===== src/rtl/branch_pkg.sv =====
// ---------------------------------------------------------------------------
// branch_pkg
// Shared definitions for the EX-stage branch unit:
//   - br_type_e : encoding of the br_type input (9..15 decode as NONE)
//   - state_e   : shadow FSM states
//   - SHADOW_CYCLES_DEFAULT : default number of wrong-path cycles squashed
//   - isJump()  : true for the unconditional link-producing types
// ---------------------------------------------------------------------------
package branch_pkg;

    localparam int SHADOW_CYCLES_DEFAULT = 2;

    typedef enum logic [3:0] {
        BR_NONE = 4'd0,
        BR_BEQ  = 4'd1,
        BR_BNE  = 4'd2,
        BR_BLT  = 4'd3,
        BR_BGE  = 4'd4,
        BR_BLTU = 4'd5,
        BR_BGEU = 4'd6,
        BR_JAL  = 4'd7,
        BR_JALR = 4'd8
    } br_type_e;

    typedef enum logic {
        ST_IDLE   = 1'b0,
        ST_SHADOW = 1'b1
    } state_e;

    // JAL and JALR both write a link register and are always taken
    function automatic logic isJump(input logic [3:0] brType);
        return (brType == BR_JAL) || (brType == BR_JALR);
    endfunction

endpackage


===== src/rtl/branch_compare.sv =====
// ---------------------------------------------------------------------------
// branch_compare
// Purely combinational branch condition evaluator.
// Ports:
//   br_type  in  [3:0]     branch type (br_type_e encoding)
//   rs1_val  in  [XLEN-1:0] first source operand
//   rs2_val  in  [XLEN-1:0] second source operand
//   taken    out           1 when the branch condition holds
// ---------------------------------------------------------------------------
module branch_compare
    import branch_pkg::*;
#(
    parameter int XLEN = 32
) (
    input  logic [3:0]      br_type,
    input  logic [XLEN-1:0] rs1_val,
    input  logic [XLEN-1:0] rs2_val,
    output logic            taken
);

    // Unused and reserved encodings fall through to the default and are never taken
    always_comb begin
        taken = 1'b0;
        case (br_type)
            BR_BEQ:  taken = (rs1_val == rs2_val);
            BR_BNE:  taken = (rs1_val != rs2_val);
            BR_BLT:  taken = ($signed(rs1_val) <  $signed(rs2_val));
            BR_BGE:  taken = ($signed(rs1_val) >= $signed(rs2_val));
            BR_BLTU: taken = (rs1_val <  rs2_val);
            BR_BGEU: taken = (rs1_val >= rs2_val);
            BR_JAL:  taken = 1'b1;
            BR_JALR: taken = 1'b1;
            default: taken = 1'b0;
        endcase
    end

endmodule


===== src/rtl/ex_branch_unit.sv =====
// ---------------------------------------------------------------------------
// ex_branch_unit
// EX-stage branch resolution: evaluates the condition, computes the redirect
// target, produces a registered redirect pulse plus a link value for JAL/JALR,
// and squashes wrong-path instructions for SHADOW_CYCLES cycles afterwards.
// Ports:
//   clk, rst          clock, synchronous active-high reset
//   in_valid          EX instruction valid
//   pc                PC of EX instruction
//   rs1_val, rs2_val  source operands
//   imm               sign-extended offset
//   br_type           branch type (br_type_e)
//   isBranchTaken     1-cycle redirect pulse
//   branchPC          redirect target (holds between redirects)
//   flush             squash IF/ID while in the shadow
//   link_valid        1-cycle pulse, link_value valid
//   link_value        pc+4 of the last accepted JAL/JALR
//   taken_count       saturating count of redirects
// SHADOW_CYCLES is expected to be in 1..3 (2-bit shadow counter); 0 disables
// the shadow entirely.
// ---------------------------------------------------------------------------
module ex_branch_unit
    import branch_pkg::*;
#(
    parameter int XLEN          = 32,
    parameter int SHADOW_CYCLES = SHADOW_CYCLES_DEFAULT
) (
    input  logic            clk,
    input  logic            rst,
    input  logic            in_valid,
    input  logic [XLEN-1:0] pc,
    input  logic [XLEN-1:0] rs1_val,
    input  logic [XLEN-1:0] rs2_val,
    input  logic [XLEN-1:0] imm,
    input  logic [3:0]      br_type,
    output logic            isBranchTaken,
    output logic [XLEN-1:0] branchPC,
    output logic            flush,
    output logic            link_valid,
    output logic [XLEN-1:0] link_value,
    output logic [15:0]     taken_count
);

    localparam logic [1:0] SHADOW_LOAD = 2'(SHADOW_CYCLES);

    state_e          state_q, state_d;
    logic [1:0]      shadowCnt_q, shadowCnt_d;
    logic            isBranchTaken_q, isBranchTaken_d;
    logic [XLEN-1:0] branchPC_q, branchPC_d;
    logic            linkValid_q, linkValid_d;
    logic [XLEN-1:0] linkValue_q, linkValue_d;
    logic [15:0]     takenCount_q, takenCount_d;

    logic            condTaken;
    logic            accept;
    logic            takenNow;
    logic [XLEN-1:0] jalrSum;
    logic [XLEN-1:0] target;
    logic [XLEN-1:0] pcPlus4;

    branch_compare #(
        .XLEN (XLEN)
    ) u_compare (
        .br_type (br_type),
        .rs1_val (rs1_val),
        .rs2_val (rs2_val),
        .taken   (condTaken)
    );

    // Anything presented while in the shadow is a wrong-path instruction
    assign accept   = in_valid && (state_q == ST_IDLE);
    assign takenNow = accept && condTaken;

    // JALR clears bit 0 of the sum; additions wrap naturally at XLEN bits
    assign jalrSum = rs1_val + imm;
    assign target  = (br_type == BR_JALR) ? {jalrSum[XLEN-1:1], 1'b0} : (pc + imm);
    assign pcPlus4 = pc + XLEN'(4);

    // State and output registers; reset overrides any same-cycle branch
    always_ff @(posedge clk) begin
        if (rst) begin
            state_q         <= ST_IDLE;
            shadowCnt_q     <= 2'd0;
            isBranchTaken_q <= 1'b0;
            branchPC_q      <= '0;
            linkValid_q     <= 1'b0;
            linkValue_q     <= '0;
            takenCount_q    <= 16'd0;
        end else begin
            state_q         <= state_d;
            shadowCnt_q     <= shadowCnt_d;
            isBranchTaken_q <= isBranchTaken_d;
            branchPC_q      <= branchPC_d;
            linkValid_q     <= linkValid_d;
            linkValue_q     <= linkValue_d;
            takenCount_q    <= takenCount_d;
        end
    end

    // Shadow FSM next state: counter loads on entry and leaves after SHADOW_CYCLES cycles
    always_comb begin
        state_d     = state_q;
        shadowCnt_d = shadowCnt_q;
        case (state_q)
            ST_IDLE: begin
                if (takenNow && (SHADOW_LOAD != 2'd0)) begin
                    state_d     = ST_SHADOW;
                    shadowCnt_d = SHADOW_LOAD;
                end
            end
            ST_SHADOW: begin
                if (shadowCnt_q <= 2'd1) begin
                    state_d     = ST_IDLE;
                    shadowCnt_d = 2'd0;
                end else begin
                    shadowCnt_d = shadowCnt_q - 2'd1;
                end
            end
            default: begin
                state_d     = ST_IDLE;
                shadowCnt_d = 2'd0;
            end
        endcase
    end

    // Next values of the registered outputs; branchPC and link_value hold when not loaded
    always_comb begin
        isBranchTaken_d = takenNow;
        branchPC_d      = takenNow ? target : branchPC_q;
        linkValid_d     = accept && isJump(br_type);
        linkValue_d     = linkValid_d ? pcPlus4 : linkValue_q;
        takenCount_d    = takenCount_q;
        if (takenNow && (takenCount_q != 16'hFFFF)) begin
            takenCount_d = takenCount_q + 16'd1;
        end
    end

    assign isBranchTaken = isBranchTaken_q;
    assign branchPC      = branchPC_q;
    assign flush         = (state_q == ST_SHADOW);
    assign link_valid    = linkValid_q;
    assign link_value    = linkValue_q;
    assign taken_count   = takenCount_q;

endmodule

===== config.mk =====
export PLATFORM = sky130hd
export DESIGN_NAME = ex_branch_unit
export DESIGN_NICKNAME = d
export VERILOG_FILES = /design/src/rtl/branch_pkg.sv /design/src/rtl/branch_compare.sv /design/src/rtl/ex_branch_unit.sv
export SDC_FILE = /design/constraint.sdc
export NUM_CORES = 1
export LEC_CHECK = 0
export ABC_CLOCK_PERIOD_IN_PS = 8100
export CORE_MARGIN = 2
export CORE_UTILIZATION = 54
export CTS_CLUSTER_DIAMETER = 30
export DETAILED_ROUTE_END_ITERATION = 10
export PLACE_DENSITY = 0.91
export SLEW_MARGIN = 10
export SYNTH_ARGS = -nofsm -noshare
export SYNTH_HDL_FRONTEND = slang
export SYNTH_SLANG_ARGS = --single-unit
export TNS_END_PERCENT = 1

===== constraint.sdc =====
create_clock -name clk -period 8.1 [get_ports clk]
set_input_delay 0.81 -clock clk [delete_from_list [all_inputs] [get_ports clk]]
set_output_delay 0.81 -clock clk [all_outputs]
set_load 0.03 [all_outputs]

== Word-level counts from Yosys, hierarchy flattened ==
Cells that the tools add are included.
W data, S select, Z words.
Word-level totals
  register bits after elaboration: 85
  bits in latches: 0
  bits in writable memories: 0
  ROM bits: 0
  input port bits: 135
  memories kept: 0
Cells by class
  add/sub/neg operators: 5
  $mul: 0
  divide/modulo/power cells: 0
  $lt $le $gt $ge: 5
  equal/unequal tests: 12
  shifts and indexed selects: 0
  mux-type cells: 8
  bitwise operators: 1
  reductions and logical operators: 6
Operators by type and width (number)
  $add A32 B32 Y32: 2
  $ge A32 B32 Y1: 2
  $lt A32 B32 Y1: 2
  $add A32 B3 Y32 const B: 1
  $eq A32 B32 Y1: 1
  $mux W32: 1
  $ne A32 B32 Y1: 1
  $add A16 B1 Y16 const B: 1
  $eq A4 B3 Y1 const B: 4
  $ne A16 B16 Y1 const B: 1
  $eq A4 B2 Y1 const B: 2
  $pmux W1 S7: 1
  $eq A4 B1 Y1 const B: 1
  $eq A4 B4 Y1 const B: 1
  $logic_and A1 B1 Y1: 4
  $mux W2: 2
  $pmux W2 S2: 1
  $le A2 B1 Y1 const B: 1
  $mux W1: 2
  $ne A2 B2 Y1 const B: 1
  $pmux W1 S2: 1
  $reduce_or A2 Y1: 1
  $sub A2 B1 Y2 const B: 1
  $logic_or A1 B1 Y1: 1
  $not A1 Y1: 1

== Longest topological paths before layout ==
Gate-level depths: netlist of run 1.
  depth in word-level cells: 6
  mapped depth: 13
  gate-level depth less buffers: 12

== Modules after synthesis ==
From an unflattened synthesis of run 1, not the netlist that was laid out.
Second synthesis, totals
  cell total of the unflattened synthesis: 1006
  area, all modules: 7746.2 um^2
Modules (own cells, without submodules)
  ex_branch_unit: times used 1, cells each 873, area an instance 6784.0 um^2
  branch_compare: times used 1, cells each 133, area an instance 962.2 um^2

== Worst setup path after synthesis of run 1 ==
No wires, ideal clock.
  path type: input to register
  start: input port rs2_val[14]
  end: register takenCount_q[10], in the netlist taken_count[10]
  setup time: 121 ps
  arrival: 3079 ps
  setup slack: 4899 ps
  cell stages on the path: 11
  buffers on the path: 0
  cells stage by stage: inv_1 ha_1 nand4_1 nor3_1 a21boi_1 o41a_1 o32a_1 o21ai_2 nand4_1 or3_1 mux2_4
Between the ends
  word-level cells in the longest chain between the ends: 4
  elaborated cells on any way between the ends: 9
  those cells by class: order compare: 4; eq/ne: 2; mux: 1; reduce/logical: 2
RTL lines
  start, declared: line ex_branch_unit.sv:33  | input logic [XLEN-1:0] rs2_val,
  $ge A32 B32 Y1 (tied with other cells): line branch_compare.sv:30  | BR_BGEU: taken = (rs1_val >= rs2_val);
  $pmux W1 S7 (*): line branch_compare.sv:24  | case (br_type)
  $logic_and A1 B1 Y1 (*): line ex_branch_unit.sv:72  | assign takenNow = accept && condTaken;
  $logic_and A1 B1 Y1 (*): line ex_branch_unit.sv:133  | if (takenNow && (takenCount_q != 16'hFFFF)) begin
  end signal, assigned: line ex_branch_unit.sv:96  | takenCount_q <= takenCount_d;
  end, declared: line ex_branch_unit.sv:52  | logic [15:0] takenCount_q, takenCount_d;
Mark *: on every way between the ends. The rest lies on a longest branch, timed or not.
A chain may end at the register's enable or synchronous reset.

== Worst setup path after layout of run 1 ==
  start: input port rs1_val[31]
  end: register branchPC_q[31], in the netlist branchPC[31]
Between the ends
  word-level cells in the longest chain between the ends: 3
  elaborated cells on any way between the ends: 10
  those cells by class: add/sub: 1; order compare: 4; eq/ne: 2; mux: 2; reduce/logical: 1
RTL lines
  start, declared: line ex_branch_unit.sv:32  | input logic [XLEN-1:0] rs1_val,
  $ge A32 B32 Y1 (tied with other cells): line branch_compare.sv:30
  $pmux W1 S7: line branch_compare.sv:24
  $logic_and A1 B1 Y1: line ex_branch_unit.sv:72
  end signal, assigned: line ex_branch_unit.sv:93  | branchPC_q <= branchPC_d;
  end, declared: line ex_branch_unit.sv:49  | logic [XLEN-1:0] branchPC_q, branchPC_d;
Parallel ways exist; a longest one is shown, timed or not.

==> summary.txt, run 1 <==
Clock network
  – Hold Buf Count CTS: 0
  – Clock Latency Late Sink: between 0.3 and 0.4 ns
  – CTS root buf: clkbuf_16
  – Post-CTS setup buffer count: 0
  – Clk pin slew, worst setup/hold paths: approximately 0.060 ns
  – H-Tree Level Count: 3
  – Post_cts resized: 0
  – Total CTS buffers: 9
  – CTS tree: built
  – Clock buffer depth: 2
  – Sink Count: 85

Pwr
  – Pwr/cell area: 131 nW/um^2
  – Switching share of power: a little over a third
  – Max IR drop VDD: roughly 0.000075 V
  – P_leak: approximately 4.2 nW
  – Sequential power share: 32.2%
  – Switch Pwr: 0.000493 W
  – Comb pwr share: 40.6%
  – Clock network fraction of total power: approximately 27%
  – Power, Total: ~0.0014 W
  – P_int: 0.000906 W

Setup path
  – Worst-case reg-to-reg path depth: 7
  – Startpoint types: primary input
  – CP Max Fanout: 30
  – Critical path arrival: 4.60 ns
  – Crit Path Category: primary input to flip-flop
  – WP data required: 8.37 ns
  – Worst Setup End Kind: flip-flop

GRT
  – GRT Total Usage: a little under a third
  – Number of global-route vias before repair: between 8000 and 9000
  – First-pass GRT wire length: approximately 40 mm
  – Largest net degree at the start of global routing: between 70 and 80
  – Antenna violations before repair: 0
  – Remaining global-route overflow: 0

Layout
  – Fin area: between 10000 and 15000 sq um
  – Area delta synth->final: 30.7%
  – Area occupied by multi-input gates: about 6000 sq um
  – Ratio of cells with drive above 1 in the final layout: just under 4%
  – Commonest non-fill, non-tap cell in the layout: clkdlybuf4s50_1
  – Fin cells: around 1400
  – N_diodes: 0
  – Commonest non-fill, non-tap cells in the layout: clkdlybuf4s50_1, nor2_1, ha_1
  – FILL cells: around 1200
  – Final net count: about 1500
  – Sequential Area: between 1500 and 2000 sq um

Job
  – Total of max-cap violations: 0

Timing
  – Final clock skew: 0.00587 ns
  – RSZ-0062 raised after global routing: false
  – Final period util: between 50 and 60%
  – Final Hold Vio Count: 0
  – # setup viols final: 0
  – Setup WS post-layout: 3.76 ns
  – Slew Viols, Final: 0
  – Relative slew slack: between 20% and 30%
  – Max Clock Freq: about 0.23 GHz
  – Post-layout min period: around 4.3 ns
  – Worst-margin pin slew: 1.08 ns
  – Total negative slack: 0 ns

Synthesis
  – Cells after synthesis: 1066
  – Post-synth EDFFs: 0
  – Seq/Total Area, Yosys: a little over a fifth
  – Top_reg_cell synth: dfxtp_1
  – Ys async rst share: 0%
  – Yosys warning count: 0
  – Yosys cell types: 79
  – Synthesized Nets: approximately 1300
  – Syn avg cell area: around 7.7 sq um
  – Synthesis-stage register bit count: 85
  – Post-Syn Area: 8160 sq um

Placement
  – RD Place Congestion: ~0.96
  – Port Buf Inserts: around 220
  – Post-Place Cell Area: ~10000 sq um
  – DP Wirelength: approximately 20 mm
  – Setup WS pre-CTS: 3.51 ns
  – Placed cells: 1430

Routing
  – Via-to-Cell Ratio: 6.17
  – Routed wl met2: between 10 and 15 mm
  – Vias: 8915
  – Remaining antenna violation count: 0
  – Detailed router's first-iteration violation count: approximately 830
  – Met3 routed WL: 2.23 mm
  – DRC: 0
  – Top layer in use: met4
  – DRT Wirelength: between 20 and 30 mm
  – Detailed-router iteration count before antenna repair: 5
  – WL met1: ~11 mm
  – DR WL/cell: around 18 microns

Die
  – Die area: approximately 16000 sq um
  – Core ar.: about 15000 sq um
  – Overall die height: 127 microns
  – Top Ports: 218
  – Initial core utilization: a little under three fifths
  – Die X: roughly 130 microns
  – Core Rows: 44

Outcome
  – Status: finished clean

Hold path
  – Worst hold path depth: 2
  – HP Class: flip-flop to flip-flop
-- per-layer routing --
layer | global-route usage [%] | vias up
met5 | 0 | -
met4 | 9.57 | 0
met3 | 4.47 | 55
met2 | 49.3 | 447
met1 | 42.2 | 4100
li1 | - | 4313
-- worst max-delay path, stage by stage --
cell             delay [ns]
clkdlybuf4s50_1        0.48
ha_1                   0.40
nand4_2                0.17
nor4_4                 0.37
nand3_2                0.14
nor3b_1                0.27
a211oi_2               0.06
o21ai_2                0.32
and2_1                 0.71
buf_4                  0.41
nand3_1                0.20
o221ai_2               0.25
-- registers in the layout (all words and copies together) (netlist names) --
register and flops:
isBranchTaken 1, flush 1, shadowCnt_q 2, taken_count 16
link_valid 1, link_value 32, branchPC 32
-- worst paths after layout --
kind / end / from / slack, ns
hold reg to reg: branchPC[1]$_SDFFE_PP0P_ / branchPC[1]$_SDFFE_PP0P_ / 0.46
hold / removal: branchPC[1]$_SDFFE_PP0P_ / branchPC[1]$_SDFFE_PP0P_ / 0.46
setup / recovery: branchPC[31]$_SDFFE_PP0P_ / rs1_val[31] / 3.76
setup reg to reg: branchPC[31]$_SDFFE_PP0P_ / flush$_SDFF_PP0_ / 5.02
-- final cells by class --
| class | count | share of cell area (%) |
|---|---|---|
| multi-input combinational | 877 | 56.5 |
| sequential | 85 | 16.0 |
| clock inverter | 3 | 0.211 |
| clock buffer | 12 | 2.31 |
| inverter | 62 | 2.18 |
| tap | 184 | 2.16 |
| timing repair buffer | 222 | 20.7 |
-- synthesized netlist by cell type (4+ instances only) --
master / n / area share [%]
nor3_1: 25 / 1.5
dfxtp_1: 85 / 21
buf_6: 4 / 0.55
o21ai_0: 58 / 3.6
xnor2_1: 47 / 5.0
a31oi_1: 18 / 1.4
mux2i_1: 10 / 1.2
o21a_1: 8 / 0.74
and2_1: 10 / 0.77
or2_2: 4 / 0.31
nand2b_1: 8 / 0.61
or4_1: 5 / 0.46
ha_1: 95 / 15
clkbuf_1: 30 / 1.4
xor2_1: 25 / 2.7
mux2_2: 4 / 0.55
o21bai_1: 6 / 0.55
and3_1: 16 / 1.2
o31ai_1: 8 / 0.74
a21o_1: 18 / 1.7
nand2_1: 75 / 3.5
o211ai_1: 14 / 1.3
nor3b_1: 5 / 0.46
nand4_1: 18 / 1.4
buf_2: 5 / 0.31
nor2_1: 115 / 5.3
nor2b_1: 14 / 1.1
a211oi_1: 51 / 4.7
nand3_1: 46 / 2.8
inv_1: 62 / 2.9
a21oi_1: 86 / 5.3
or3_1: 12 / 0.92
-- cells by family after synthesis --
| family | after synthesis | share of synthesized area [%] |
|---|---|---|
| AO/OA/AOI/OAI | 324 | 26.7 |
| XOR/XNOR | 72 | 7.73 |
| adder cells (fa/ha/maj) | 97 | 15.1 |
| buffers and inverters | 104 | 5.34 |
| flip-flops | 85 | 20.9 |
| multiplexers | 16 | 2.15 |
| AND/OR/NAND/NOR | 368 | 22.1 |
-- through the flow --
step           utilization, %  hold WS [ns]
6_report                 72.8         0.458
3_3_place_gp             71.0         0.438
3_5_place_dp             71.0         0.452
4_1_cts                  72.8         0.459
5_1_grt                  72.8         0.489
2_1_floorplan               -         0.454
-- power by group through the flow --
stage	combinational [W]	sequential [W]	clock, W
CTS	0.000560	0.000451	0.000377
floorplan	0.000323	0.000496	0
global placement	0.000544	0.000459	0
detailed placement	0.000555	0.000460	0
global route	0.000619	0.000453	0.000395
finish	0.000569	0.000451	0.000380
Note: power is estimated with default switching activity, not from simulation.
==> run 2, diff against run 1 <==
--- a/config.mk
+++ b/config.mk
@@ -5,12 +5,12 @@
 export SDC_FILE = /design/constraint.sdc
 export NUM_CORES = 1
 export LEC_CHECK = 0
-export ABC_CLOCK_PERIOD_IN_PS = 8100
+export ABC_CLOCK_PERIOD_IN_PS = 4100
 export CORE_MARGIN = 2
-export CORE_UTILIZATION = 54
+export CORE_UTILIZATION = 50
 export CTS_CLUSTER_DIAMETER = 30
 export DETAILED_ROUTE_END_ITERATION = 10
-export PLACE_DENSITY = 0.91
+export PLACE_DENSITY = 0.85
 export SLEW_MARGIN = 10
 export SYNTH_ARGS = -nofsm -noshare
 export SYNTH_HDL_FRONTEND = slang
==> constraint.sdc (replaced) <==
create_clock -name clk -period 4.1 [get_ports clk]
set_input_delay 0.41 -clock clk [delete_from_list [all_inputs] [get_ports clk]]
set_output_delay 0.41 -clock clk [all_outputs]
set_load 0.03 [all_outputs]
==> summary.txt, run 2 (synthesized netlist as in run 1, its figures left out) <==
Outcome
  – Status: finished clean

Die
  – Die area: 17400 sq um (+7.7%)
  – Top Ports: 218 (unchanged)
  – Die X: 132 microns (+3.8%)
  – Overall die height: 132 microns (+3.8%)
  – Core Rows: 46 (+4.5%)
  – Core ar.: 15900 sq um (+8.9%)
  – Initial core utilization: 51.2% (-4.5 points)

Setup path
  – Critical path arrival: 3.59 ns (-1.01 ns)
  – Slowest Stage Delay on Critical Path: 0.48 ns (-0.23 ns)
  – FF-to-FF setup slack: 1.57 ns (-3.45 ns)
  – CP Depth: 12 (unchanged)
  – Worst setup path start: rs1_val[31]
  – WP data required: 4.29 ns (-4.08 ns)
  – Family with the most delay on the worst path: simple AND/OR/NAND/NOR gates
  – Worst-case reg-to-reg path depth: 7 (unchanged)
  – Reg-to-Reg End: branchPC[14]$_SDFFE_PP0P_
  – Startpoint types: primary input
  – R2R Path Start: flush$_SDFF_PP0_
  – Worst Setup End Kind: flip-flop
  – Crit Path Category: primary input to flip-flop
  – CP Max Fanout: 8 (-73%)
  – Crit path cell chain: clkdlybuf4s50_1 -> ha_1 -> nand4_2 -> nor4_4 -> nand3_2 -> nor3b_1 -> a211oi_2 -> o21ai_2 -> nand2_1 -> buf_4 -> a211oi_1 -> nor3_1
  – Slowest cell on crit path: clkdlybuf4s50_1
  – Buf+Inv Stages, Crit Path: 2 (unchanged)
  – Worst Setup EP: branchPC[14]$_SDFFE_PP0P_

Placement
  – Placed cells: 1471 (+2.9%)
  – DP Wirelength: 20.9 mm (+2.7%)
  – Port Buf Inserts: 217 (unchanged)
  – Setup WS pre-CTS: 0.373 ns (-3.13 ns)
  – RD Place Congestion: 0.988 (+2.5%)

Layout
  – Final net count: 1498 (+0.60%)
  – Fin cells: 1487 (+2.9%)
  – Area delta synth->final: 32.7%
  – Commonest non-fill, non-tap cells in the layout: clkdlybuf4s50_1, nor2_1, ha_1
  – FILL cells: 1312 (+11%)
  – Ratio of cells with drive above 1 in the final layout: 4.72% (+0.83 points)
  – Commonest non-fill, non-tap cell in the layout: clkdlybuf4s50_1
  – N_diodes: 0 (unchanged)

Pwr
  – Power, Total: 0.00288 W (+110%)
  – Comb pwr share: 39.4% (-1.2 points)
  – Max IR drop VDD: 0.000170 V (+130%)
  – Switching share of power: 34.7% (-0.60 points)
  – Pwr/cell area: 266 nW/um^2 (+100%)
  – Sequential power share: 30.9% (-1.3 points)
  – P_leak: 4.30 nW (+1.8%)
  – P_int: 0.00188 W (+110%)
  – Switch Pwr: 0.000999 W (+100%)
  – Clock network fraction of total power: 29.7% (+2.6 points)

Clock network
  – CTS tree: built
  – Clock Latency Late Sink: 0.34 ns (about the same)
  – Post-CTS setup buffer count: 0 (unchanged)
  – Post_cts resized: 0 (unchanged)
  – Clock buffer depth: 2 (unchanged)
  – H-Tree Level Count: 3 (unchanged)
  – CTS root buf: clkbuf_16
  – Hold Buf Count CTS: 0 (unchanged)
  – Clk pin slew, worst setup/hold paths: 0.07 ns (about the same)
  – Sink Count: 85 (unchanged)
  – Total CTS buffers: 9 (unchanged)

Timing
  – Setup WS post-layout: 0.697 ns (-3.07 ns)
  – Final period util: just over 80%
  – Final Hold Vio Count: 0 (unchanged)
  – Worst-margin pin slew: 0.772 ns (-0.307 ns)
  – Relative slew slack: 48.6% (+20 points)
  – Total negative slack: 0 ns (unchanged)
  – WHS: 0.472 ns (+0.0144 ns)
  – Post-layout min period: ~3.4 ns
  – Slew Viols, Final: 0 (unchanged)
  – RSZ-0062 raised after global routing: false
  – # setup viols final: 0 (unchanged)
  – Final clock skew: 0.00628 ns (+0.000409 ns)
  – Max Clock Freq: between 0.2 and 0.3 GHz

Routing
  – DRC: 0 (unchanged)
  – Via-to-Cell Ratio: 5.94 (-3.6%)
  – DR WL/cell: 17.5 microns (-1.4%)
  – Detailed-router iteration count before antenna repair: 7 (+2)
  – Vias: 8840 (-0.84%)
  – Detailed router's first-iteration violation count: 605 (-27%)
  – DRT Wirelength: 26.0 mm (+1.5%)
  – Remaining antenna violation count: 0 (unchanged)

GRT
  – Largest net degree at the start of global routing: 73 (-1.4%)
  – Remaining global-route overflow: 0 (unchanged)
  – GRT Total Usage: 28.8% (-1.8 points)
  – First-pass GRT wire length: 40.9 mm (+1.7%)
  – Antenna violations before repair: 0 (unchanged)
  – Number of global-route vias before repair: 7984 (-2.4%)

Hold path
  – HP Class: flip-flop to flip-flop
  – Worst hold path depth: 2 (unchanged)

Job
  – Total of max-cap violations: 0 (unchanged)
run 2: cell count changes in the layout (fill, tap and decap cells not counted):
| cell | change |
|---|---|
| buf_4 | +8 |
| clkinvlp_4 | -2 |
| buf_12 | +1 |
| bufinv_16 | +1 |
| clkbuf_1 | -1 |
| clkbuf_8 | +1 |
| clkinv_4 | +1 |
| inv_6 | +1 |
run 2: final cells by class:
type / count / area, sq um / share of cell area, %
clock buffer: 12 / 256 / 2.37
clock inverter: 4 / 55.1 / 0.509
inverter: 62 / 233 / 2.15
multi-input combinational: 877 / 6020 / 55.6
sequential: 85 / 1700 / 15.7
tap: 216 / 270 / 2.50
timing repair buffer: 231 / 2280 / 21.1
run 2: power by group through the flow:
stage	registers [W]	clock network, W	logic, W
after floorplan	0.000981	0	0.000639
after global placement	0.000908	0	0.00109
after detailed placement	0.000909	0	0.00111
after CTS	0.000891	0.000854	0.00112
after global routing	0.000894	0.000891	0.00123
final	0.000891	0.000857	0.00114
run 2: worst register-to-register path: stages (launching register included):
cell and delay (ns):
dfxtp_1 0.34, nor2b_1 0.41, o21ai_0 0.25, o21ai_2 0.42, nand2_1 0.31, buf_4 0.27, a211oi_1 0.30, nor3_1 0.08
run 2: worst min path at each step:
stage	from	to	slack, ns
floorplan	shadowCnt_q[1]$_SDFFE_PP0P_	shadowCnt_q[1]$_SDFFE_PP0P_	0.45
global placement	branchPC[1]$_SDFFE_PP0P_	branchPC[1]$_SDFFE_PP0P_	0.45
detailed placement	branchPC[1]$_SDFFE_PP0P_	branchPC[1]$_SDFFE_PP0P_	0.46
CTS	branchPC[1]$_SDFFE_PP0P_	branchPC[1]$_SDFFE_PP0P_	0.47
global route	branchPC[1]$_SDFFE_PP0P_	branchPC[1]$_SDFFE_PP0P_	0.49
finish	branchPC[3]$_SDFFE_PP0P_	branchPC[3]$_SDFFE_PP0P_	0.47
run 2: per-stage QoR:
stage | util, % | instance area [sq um]
after floorplan | - | 8160
after global placement | 65.9 | 10500
after detailed placement | 65.9 | 10500
after CTS | 67.9 | 10800
after global routing | 67.9 | 10800
final | 67.9 | 10800
run 2: routing by layer:
metal  routed length, microns  up-vias  track usage, %
met5                        0        -               0
met4                      684        0            8.21
met3                     2280       53            5.54
met2                    11500      430            45.5
met1                    11500     4023            39.9
li1                         -     4334               -
